## src/rtl/sid_reg_if_if.sv

```systemverilog
// Host-side register-write bus of the SID responder: address, voice select,
// data byte and a write strobe that is asynchronous to the chip clock.
interface sid_reg_if_if;
    logic [2:0] bus_addr;
    logic [1:0] bus_voice;
    logic [7:0] bus_data;
    logic       bus_we;

    modport master (output bus_addr, output bus_voice, output bus_data, output bus_we);
    modport slave  (input  bus_addr, input  bus_voice, input  bus_data, input  bus_we);
endinterface

```

## src/rtl/sid_reg_if.sv

```systemverilog
// SID register-write responder: samples the host bus, commits one byte per
// strobe rising edge into a per-voice bank, and serves a voice-indexed read port.
module sid_reg_if #(
    parameter int NUM_VOICES = 3,
    parameter bit FREQ_LATCH = 1'b1
) (
    input  logic                  clk,
    input  logic                  rst_n,
    sid_reg_if_if.slave           bus,
    input  logic [1:0]            rd_voice,
    output logic [15:0]           rd_freq,
    output logic [7:0]            rd_pw,
    output logic [7:0]            rd_atk,
    output logic [7:0]            rd_sus,
    output logic [7:0]            rd_wav,
    output logic [NUM_VOICES-1:0] gate_on,
    output logic [NUM_VOICES-1:0] gate_off,
    output logic                  wr_ack
);
    localparam logic [2:0] ADDR_FREQ_LO = 3'd0;
    localparam logic [2:0] ADDR_FREQ_HI = 3'd1;
    localparam logic [2:0] ADDR_PW      = 3'd2;
    localparam logic [2:0] ADDR_ATK     = 3'd4;
    localparam logic [2:0] ADDR_SUS     = 3'd5;
    localparam logic [2:0] ADDR_WAV     = 3'd6;

    logic       we_s1_reg;
    logic       we_s2_reg;
    logic [2:0] addr_s1_reg;
    logic [1:0] voice_s1_reg;
    logic [7:0] data_s1_reg;
    logic       wr_ack_reg;

    // The whole bus is captured as one bundle so address/data always match the strobe sample.
    always_ff @(posedge clk or negedge rst_n) begin
        if (!rst_n) begin
            we_s1_reg    <= 1'b0;
            we_s2_reg    <= 1'b0;
            addr_s1_reg  <= 3'd0;
            voice_s1_reg <= 2'd0;
            data_s1_reg  <= 8'd0;
        end else begin
            we_s1_reg    <= bus.bus_we;
            we_s2_reg    <= we_s1_reg;
            addr_s1_reg  <= bus.bus_addr;
            voice_s1_reg <= bus.bus_voice;
            data_s1_reg  <= bus.bus_data;
        end
    end

    logic commit;
    logic addr_ok;
    logic voice_ok;
    logic accept;

    assign commit   = we_s1_reg & ~we_s2_reg;
    assign addr_ok  = (addr_s1_reg != 3'd3) && (addr_s1_reg != 3'd7);
    assign voice_ok = int'(voice_s1_reg) < NUM_VOICES;
    assign accept   = commit & addr_ok & voice_ok;

    always_ff @(posedge clk or negedge rst_n) begin
        if (!rst_n) begin
            wr_ack_reg <= 1'b0;
        end else begin
            wr_ack_reg <= accept;
        end
    end

    assign wr_ack = wr_ack_reg;

    logic [15:0] freq_all [NUM_VOICES];
    logic [7:0]  pw_all   [NUM_VOICES];
    logic [7:0]  atk_all  [NUM_VOICES];
    logic [7:0]  sus_all  [NUM_VOICES];
    logic [7:0]  wav_all  [NUM_VOICES];

    generate
        for (genvar gi = 0; gi < NUM_VOICES; gi++) begin : g_voice
            logic [15:0] freq_reg;
            logic [7:0]  lo_shadow_reg;
            logic [7:0]  pw_reg;
            logic [7:0]  atk_reg;
            logic [7:0]  sus_reg;
            logic [7:0]  wav_reg;
            logic        gate_on_reg;
            logic        gate_off_reg;
            logic        sel;

            assign sel = accept && (voice_s1_reg == 2'(gi));

            always_ff @(posedge clk or negedge rst_n) begin
                if (!rst_n) begin
                    freq_reg      <= 16'd0;
                    lo_shadow_reg <= 8'd0;
                    pw_reg        <= 8'd0;
                    atk_reg       <= 8'd0;
                    sus_reg       <= 8'd0;
                    wav_reg       <= 8'd0;
                    gate_on_reg   <= 1'b0;
                    gate_off_reg  <= 1'b0;
                end else begin
                    gate_on_reg  <= 1'b0;
                    gate_off_reg <= 1'b0;
                    if (sel) begin
                        case (addr_s1_reg)
                            ADDR_FREQ_LO: begin
                                if (FREQ_LATCH) lo_shadow_reg  <= data_s1_reg;
                                else            freq_reg[7:0]  <= data_s1_reg;
                            end
                            ADDR_FREQ_HI: begin
                                if (FREQ_LATCH) freq_reg       <= {data_s1_reg, lo_shadow_reg};
                                else            freq_reg[15:8] <= data_s1_reg;
                            end
                            ADDR_PW:  pw_reg  <= data_s1_reg;
                            ADDR_ATK: atk_reg <= data_s1_reg;
                            ADDR_SUS: sus_reg <= data_s1_reg;
                            ADDR_WAV: begin
                                // Gate edges come from comparing against this voice's previous GATE bit.
                                wav_reg      <= data_s1_reg;
                                gate_on_reg  <= data_s1_reg[0] & ~wav_reg[0];
                                gate_off_reg <= ~data_s1_reg[0] & wav_reg[0];
                            end
                            default: ;
                        endcase
                    end
                end
            end

            assign freq_all[gi] = freq_reg;
            assign pw_all[gi]   = pw_reg;
            assign atk_all[gi]  = atk_reg;
            assign sus_all[gi]  = sus_reg;
            assign wav_all[gi]  = wav_reg;
            assign gate_on[gi]  = gate_on_reg;
            assign gate_off[gi] = gate_off_reg;
        end
    endgenerate

    // Out-of-range voice indices fall through to the all-zero default.
    always_comb begin
        rd_freq = 16'd0;
        rd_pw   = 8'd0;
        rd_atk  = 8'd0;
        rd_sus  = 8'd0;
        rd_wav  = 8'd0;
        for (int i = 0; i < NUM_VOICES; i++) begin
            if (rd_voice == 2'(i)) begin
                rd_freq = freq_all[i];
                rd_pw   = pw_all[i];
                rd_atk  = atk_all[i];
                rd_sus  = sus_all[i];
                rd_wav  = wav_all[i];
            end
        end
    end
endmodule

```

## src/flat_wrapper.sv

```systemverilog
// flat-port wrapper written by rule: the top's interface ports become plain ports
module sid_reg_if_flat 
#(
    parameter int NUM_VOICES = 3,
    parameter bit FREQ_LATCH = 1'b1
)
  (clk, rst_n, rd_voice, rd_freq, rd_pw, rd_atk, rd_sus, rd_wav, gate_on, gate_off, wr_ack, bus_bus_addr, bus_bus_voice, bus_bus_data, bus_bus_we);
  sid_reg_if_if bus_i ();
  input  logic clk;
  input  logic rst_n;
  input  logic [1:0] rd_voice;
  output logic [15:0] rd_freq;
  output logic [7:0] rd_pw;
  output logic [7:0] rd_atk;
  output logic [7:0] rd_sus;
  output logic [7:0] rd_wav;
  output logic [NUM_VOICES-1:0] gate_on;
  output logic [NUM_VOICES-1:0] gate_off;
  output logic wr_ack;
  input wire logic [$bits(bus_i.bus_addr)-1:0] bus_bus_addr;
  input wire logic [$bits(bus_i.bus_voice)-1:0] bus_bus_voice;
  input wire logic [$bits(bus_i.bus_data)-1:0] bus_bus_data;
  input wire logic [$bits(bus_i.bus_we)-1:0] bus_bus_we;
  assign bus_i.bus_addr = bus_bus_addr;
  assign bus_i.bus_voice = bus_bus_voice;
  assign bus_i.bus_data = bus_bus_data;
  assign bus_i.bus_we = bus_bus_we;
  sid_reg_if #(.NUM_VOICES(NUM_VOICES), .FREQ_LATCH(FREQ_LATCH)) u_core (.clk(clk), .rst_n(rst_n), .bus(bus_i), .rd_voice(rd_voice), .rd_freq(rd_freq), .rd_pw(rd_pw), .rd_atk(rd_atk), .rd_sus(rd_sus), .rd_wav(rd_wav), .gate_on(gate_on), .gate_off(gate_off), .wr_ack(wr_ack));
endmodule
```

## config.mk

```make
export PLATFORM = sky130hd
export DESIGN_NAME = sid_reg_if_flat
export DESIGN_NICKNAME = d
export VERILOG_FILES = /design/src/rtl/sid_reg_if_if.sv /design/src/rtl/sid_reg_if.sv /design/src/flat_wrapper.sv
export SDC_FILE = /design/constraint.sdc
export NUM_CORES = 1
export LEC_CHECK = 0
export BUFFER_PORTS_ARGS = -buffer_cell sky130_fd_sc_hd__buf_2
export CORE_MARGIN = 5
export CORE_UTILIZATION = 53
export DETAILED_ROUTE_END_ITERATION = 10
export PLACE_DENSITY = 0.75
export SYNTH_ARGS = -nofsm -noshare
export SYNTH_HDL_FRONTEND = slang
export SYNTH_SLANG_ARGS = --single-unit
```

## constraint.sdc

```tcl
create_clock -name clk -period 1.4 [get_ports clk]
set_input_delay 0.14 -clock clk [delete_from_list [all_inputs] [get_ports clk]]
set_output_delay 0.14 -clock clk [all_outputs]
set_load 0.02 [all_outputs]
```

* Word-level counts from Yosys, hierarchy flattened
Index checks and enable logic that the tools add are counted.
** Word-level totals
- Register bits :: 190
- Bits in latches :: 0
- Bits in writable memories :: 0
- Memory bits (read-only) :: 0
- Input bits :: 18
- Output and inout port bits :: 55
- Word-level logic and storage cells :: 108
- Memories kept :: 0
** Operators by class
- Add/sub/neg operators :: 0
- $mul :: 0
- Div/mod/pow operators :: 0
- Magnitude comparators :: 1
- Equal/unequal tests :: 11
- Shift operators :: 0
- Mux-type cells :: 27
- Bitwise logic cells :: 14
- Reduce and logical (&&, ||, !) cells :: 25
** Operators by type and width (number)
- $mux 8 :: 12
- $mux 16 :: 3
- $reduce_and 2->1 :: 18
- $mux 1 :: 12
- $and 1x1->1 :: 9
- $eq 3x3->1 const B :: 3
- $not 1->1 :: 5
- $eq 2x1->1 const B :: 2
- $eq 2x2->1 const B :: 2
- $logic_and 1x1->1 :: 4
- $logic_not 2->1 :: 2
- $eq 3x1->1 const B :: 1
- $eq 3x2->1 const B :: 1
- $logic_not 3->1 :: 1
- $ne 3x2->1 const B :: 1
- $ne 3x3->1 const B :: 1
- $lt 2x2->1 const B :: 1

* Longest topological paths before layout
- Depth in word-level cells :: 6
- Gate-level depth with buffers :: 6

* Worst setup path after synthesis
Ideal clock, no wire load.
- Kind :: register to register
- Start :: reg u_core.voice_s1_reg[1]
- End :: reg u_core.g_voice[0].freq_reg[10]
- Setup time :: 0.125 ns
- Arrival :: 1.429 ns
- Slack :: -0.154 ns
- Stages on the path, launching flop included :: 5
- Period minus slack after synthesis :: 1.554 ns
- Path through :: dfrtp_1 -> nor2_1 -> nand3b_4 -> buf_6 -> mux2_4
** Between the ends
- Cells in the longest elaborated chain, start to end :: 4
- Elaborated cells on any way between the ends :: 5
- Those cells by class :: order compare: 1; bitwise: 1; reduce/logical: 3
** RTL lines
- start, declared :: line sid_reg_if.sv:30 : logic [1:0] voice_s1_reg;
- start signal, assigned :: line sid_reg_if.sv:46 : voice_s1_reg <= bus.bus_voice;
- $lt 2x2->1 :: line sid_reg_if.sv:58 : assign voice_ok = int'(voice_s1_reg) < NUM_VOICES;
- $and 1x1->1 :: line sid_reg_if.sv:59 : assign accept = commit & addr_ok & voice_ok;
- $logic_and 1x1->1 * :: line sid_reg_if.sv:89 : assign sel = accept && (voice_s1_reg == 2'(gi));
- $reduce_and 2->1 (no line) *
- end signal, assigned :: line sid_reg_if.sv:111 : if (FREQ_LATCH) freq_reg <= {data_s1_reg, lo_shadow_reg};
- end signal, assigned :: line sid_reg_if.sv:112 : else freq_reg[15:8] <= data_s1_reg;
- end, declared :: line sid_reg_if.sv:79 : logic [15:0] freq_reg;
Every way passes the cells marked *; elsewhere a longest branch is shown, timed or not.
A chain may end at the register's enable or synchronous reset.

* Worst setup path after layout
- Start :: reg u_core.voice_s1_reg[1]
- End :: reg u_core.g_voice[0].atk_reg[2]
** Between the ends
- Cells in the longest elaborated chain, start to end :: 4
- Elaborated cells on any way between the ends :: 5
- Those cells by class :: order compare: 1; bitwise: 1; reduce/logical: 3
** RTL lines
- $lt 2x2->1 :: line sid_reg_if.sv:58
- $and 1x1->1 :: line sid_reg_if.sv:59
- $logic_and 1x1->1 * :: line sid_reg_if.sv:89
- $reduce_and 2->1 (no line) *
- end signal, assigned :: line sid_reg_if.sv:115 : ADDR_ATK: atk_reg <= data_s1_reg;
- end, declared :: line sid_reg_if.sv:82 : logic [7:0] atk_reg;
Marks and branches as above.

==> impl_results.md <==
- Cell Count Post-Placement: about 840
- Clock latency on the worst-skew pair: about 420 ps
- Violated checks: negative setup slack
- Critical path buffers and inverters: 1
- Layout Skew: around 11 ps
- Routability Congestion: 0.849
- Net count after synthesis: 600
- Finished Layout Cells: between 900 and 1000
- Total power: 12.8 mW
- Gate Count Post-Synth: between 500 and 600
- Int Pwr: approximately 9.5 mW
- Filler cell count: 1026
- Final Hold Viols: 0
- Final core utilization: approximately two thirds
- Async SR Flop Fraction: 100%
- Post-synth EDFFs: 0
- CTS root buffer: clkbuf_16
- Minimum clock period: 1680 ps
- Synth Flop Type: dfrtp_1
- Wirelength, routed: 18100 µm
- I/O pin count: 73
- # H-tree levels: 4
- WL per Instance: around 20 µm
- Register bit count reported by yosys: 190
- Cell breakdown of the critical path: nor4b_1, buf_4, nand2_4, mux2_2
- Family with the most delay on the worst path: simple AND/OR/NAND/NOR gates
- Via count: 5107
- Synth-to-layout area growth: 25.4%
- Clock buffer depth: 2
- Unrepaired setup endpoints after global routing: yes
- Pre-antenna DRT Iters: 4
- Period utilization: 120%
- Critical path startpoint category: flop
- DRC violations left: 0
- Yosys top cell area share: 58.2%
- HP Class: in -> async
- Sum Neg Setup Slack: -26200 ps
- Die X: 134 µm
- Critical Path Sink Type: flop
- Commonest cells post-synth: 190 x dfrtp_1, 154 x mux2_2, 50 x nand2_1
- Post-DP HPWL: around 11000 µm
- Largest net degree at the start of global routing: between 90 and 100
- Count leader, synth: dfrtp_1
- Starting DRC count in detailed routing: 299
- WHS: between 200 and 300 ps
- Req. time, crit path: between 1500 and 2000 ps
- Port bufs: 72
- WP data arrival: ~2000 ps
- Largest cells by area after synthesis: dfrtp_1 58%, mux2_2 21%, mux2i_1 5.9%
- Final #Nets: ~730
- Post-synthesis average cell area: around 14 µm²
- Max Freq: 0.595 GHz
- Pwr Density: 1250 mW/mm²
- Endpoints failing setup: between 150 and 200
- Clk pwr share: about a third
- Max reg flops: between 40 and 50
- Share of cells above drive strength 1: 51.2%
- Sequential share of power: between 50% and 60%
- Slew @ Worst Pin: approximately 730 ps
- PnR worst setup slack: -280 ps
- Sw Share: 25.9%
- VDD IR max: ~0.94 mV
- Global-route wire length before repair: 29900 µm
- Combinational power share: between 10% and 20%
- Post-synth top area cell: dfrtp_1
- Row count: 45
- Total GRT Usage: a little over a fifth
- Remaining global-route overflow: 0
- Slew margin rel.: 51.4%
- Antenna violations before repair: 0
- Antenna Cells: 0
- Ys Warns: 0
- CTS sink cnt: between 150 and 200
- TritonCTS clock tree: built
- Worst Path Max Fanout: 8
- Core ar.: 0.0151 mm²
- Die Span Y: between 100 and 150 µm
- CP Depth: 4
- Sw Pwr: roughly 3.3 mW
- Status: finished with violations
- Clk slew on worst S/H paths: ~70 ps
- Slowest stage delay, CP: approximately 470 ps
- FF-to-FF path depth: 4
- Die ar.: around 0.018 mm²
- CTS buffer count: 17
- LEAKAGE: ~5.2 nW
- Netlist Area Pre-Place: around 0.008 mm²
- Initial Util: between 50% and 60%
- Register area share after synthesis: around three fifths
- WS Path Type: reg -> reg
- Max Slew Vio Count: 0
- Critical path's slowest cell: dfrtp_2
- Vias/cell: around 5.6
- Routed Antenna Nets: 0
- Netlist cell types: 28
- Max-Cap Viols: 0
- Vias in the first global route: about 5500
==> routing by layer <==
layer | GRT usage (%) | vias to the layer above | part of all wire [%]
met4 | 6.56 | 0 | 1.9
met5 | 0 | - | 0
li1 | - | 2317 | -
met3 | 5.29 | 21 | 3.7
met1 | 28.5 | 2671 | 44
met2 | 34.1 | 98 | 50
==> worst reg2reg max path, cell delays in order, from the launching register on <==
cell     delay [ps]
dfrtp_2         470
nor4b_1         440
buf_4           240
nand2_4         110
mux2_2          290
==> final timing paths <==
| kind | from | to | slack, ps |
|---|---|---|---|
| setup reg to reg | u_core.voice_s1_reg[1] | u_core.g_voice[0].atk_reg[2] | -280 |
| max in group asynchronous | rst_n | u_core.g_voice[0].pw_reg[2] | 680 |
| hold reg to reg | u_core.g_voice[1].wav_reg[0] | u_core.g_voice[1].gate_on_reg | 480 |
| min in group clk | bus_bus_voice[0] | u_core.voice_s1_reg[0] | 350 |
| hold / removal | rst_n | u_core.g_voice[2].freq_reg[3] | 270 |
| setup / recovery | u_core.voice_s1_reg[1] | u_core.g_voice[0].atk_reg[2] | -280 |
==> logic make-up (layout without fill, tap and decap cells) <==
group / count (synthesis) / in the layout / synth area share [%]
buffers and inverters: 41 / 183 / 2.77
AOI/OAI and AO/OA: 49 / 49 / 3.05
muxes: 216 / 216 / 29.6
and+or+nand+nor: 86 / 87 / 6.36
DFF: 190 / 190 / 58.2
==> power by group through the flow <==
| stage | clock network, mW | logic, mW | registers [mW] |
|---|---|---|---|
| 2_1_floorplan | 0 | 1.09 | 6.42 |
| 3_3_place_gp | 0 | 1.56 | 6.50 |
| 3_5_place_dp | 0 | 1.61 | 6.55 |
| 4_1_cts | 4.53 | 1.72 | 6.46 |
| 5_1_grt | 4.79 | 2.01 | 6.54 |
| 6_report | 4.44 | 1.85 | 6.47 |
==> repair_timing <==
| item | CTS | global route |
|---|---|---|
| hold endpoints to repair | 204 | 0 |
| hold buffers | 15 | 0 |
| pin swaps | 8 | 14 |
| cloned | 1 | 0 |
| resized for setup | 54 | 30 |
| setup endpoints to repair | 176 | 212 |
| setup buffers | 4 | 21 |
==> layout make-up <==
| type | instances | area (µm²) | area share (%) |
|---|---|---|---|
| clock inverters | 10 | 80.1 | 0.781 |
| well taps | 188 | 235 | 2.30 |
| clock buffers | 20 | 457 | 4.46 |
| repair buffers | 153 | 1290 | 12.6 |
| flip-flops and latches | 190 | 4760 | 46.4 |
| multi-input cells | 352 | 3430 | 33.5 |
==> placed cells by master, fill, tap and decap left out, types with 3 or more instances in the layout <==
cell / n
nand2_8: 4
buf_6: 11
mux2i_1: 48
buf_4: 53
dfrtp_1: 188
buf_12: 15
buf_2: 57
o21ai_1: 45
nor3b_2: 3
dlygate4sd3_1: 15
nand3_4: 6
nand2_1: 48
and3_1: 4
clkbuf_16: 17
inv_6: 4
mux2_2: 145
nor2b_4: 3
o21ai_2: 3
nand3b_4: 4
mux2_4: 22
==> metrics by stage <==
stage	worst slack, ps	area [µm²]
after floorplan	-128	8190
after detailed placement	-255	9010
final	-280	10200
after global placement	-188	9010
after CTS	-197	9970
after global routing	-368	10200
Power figures use the tool's default switching activity.
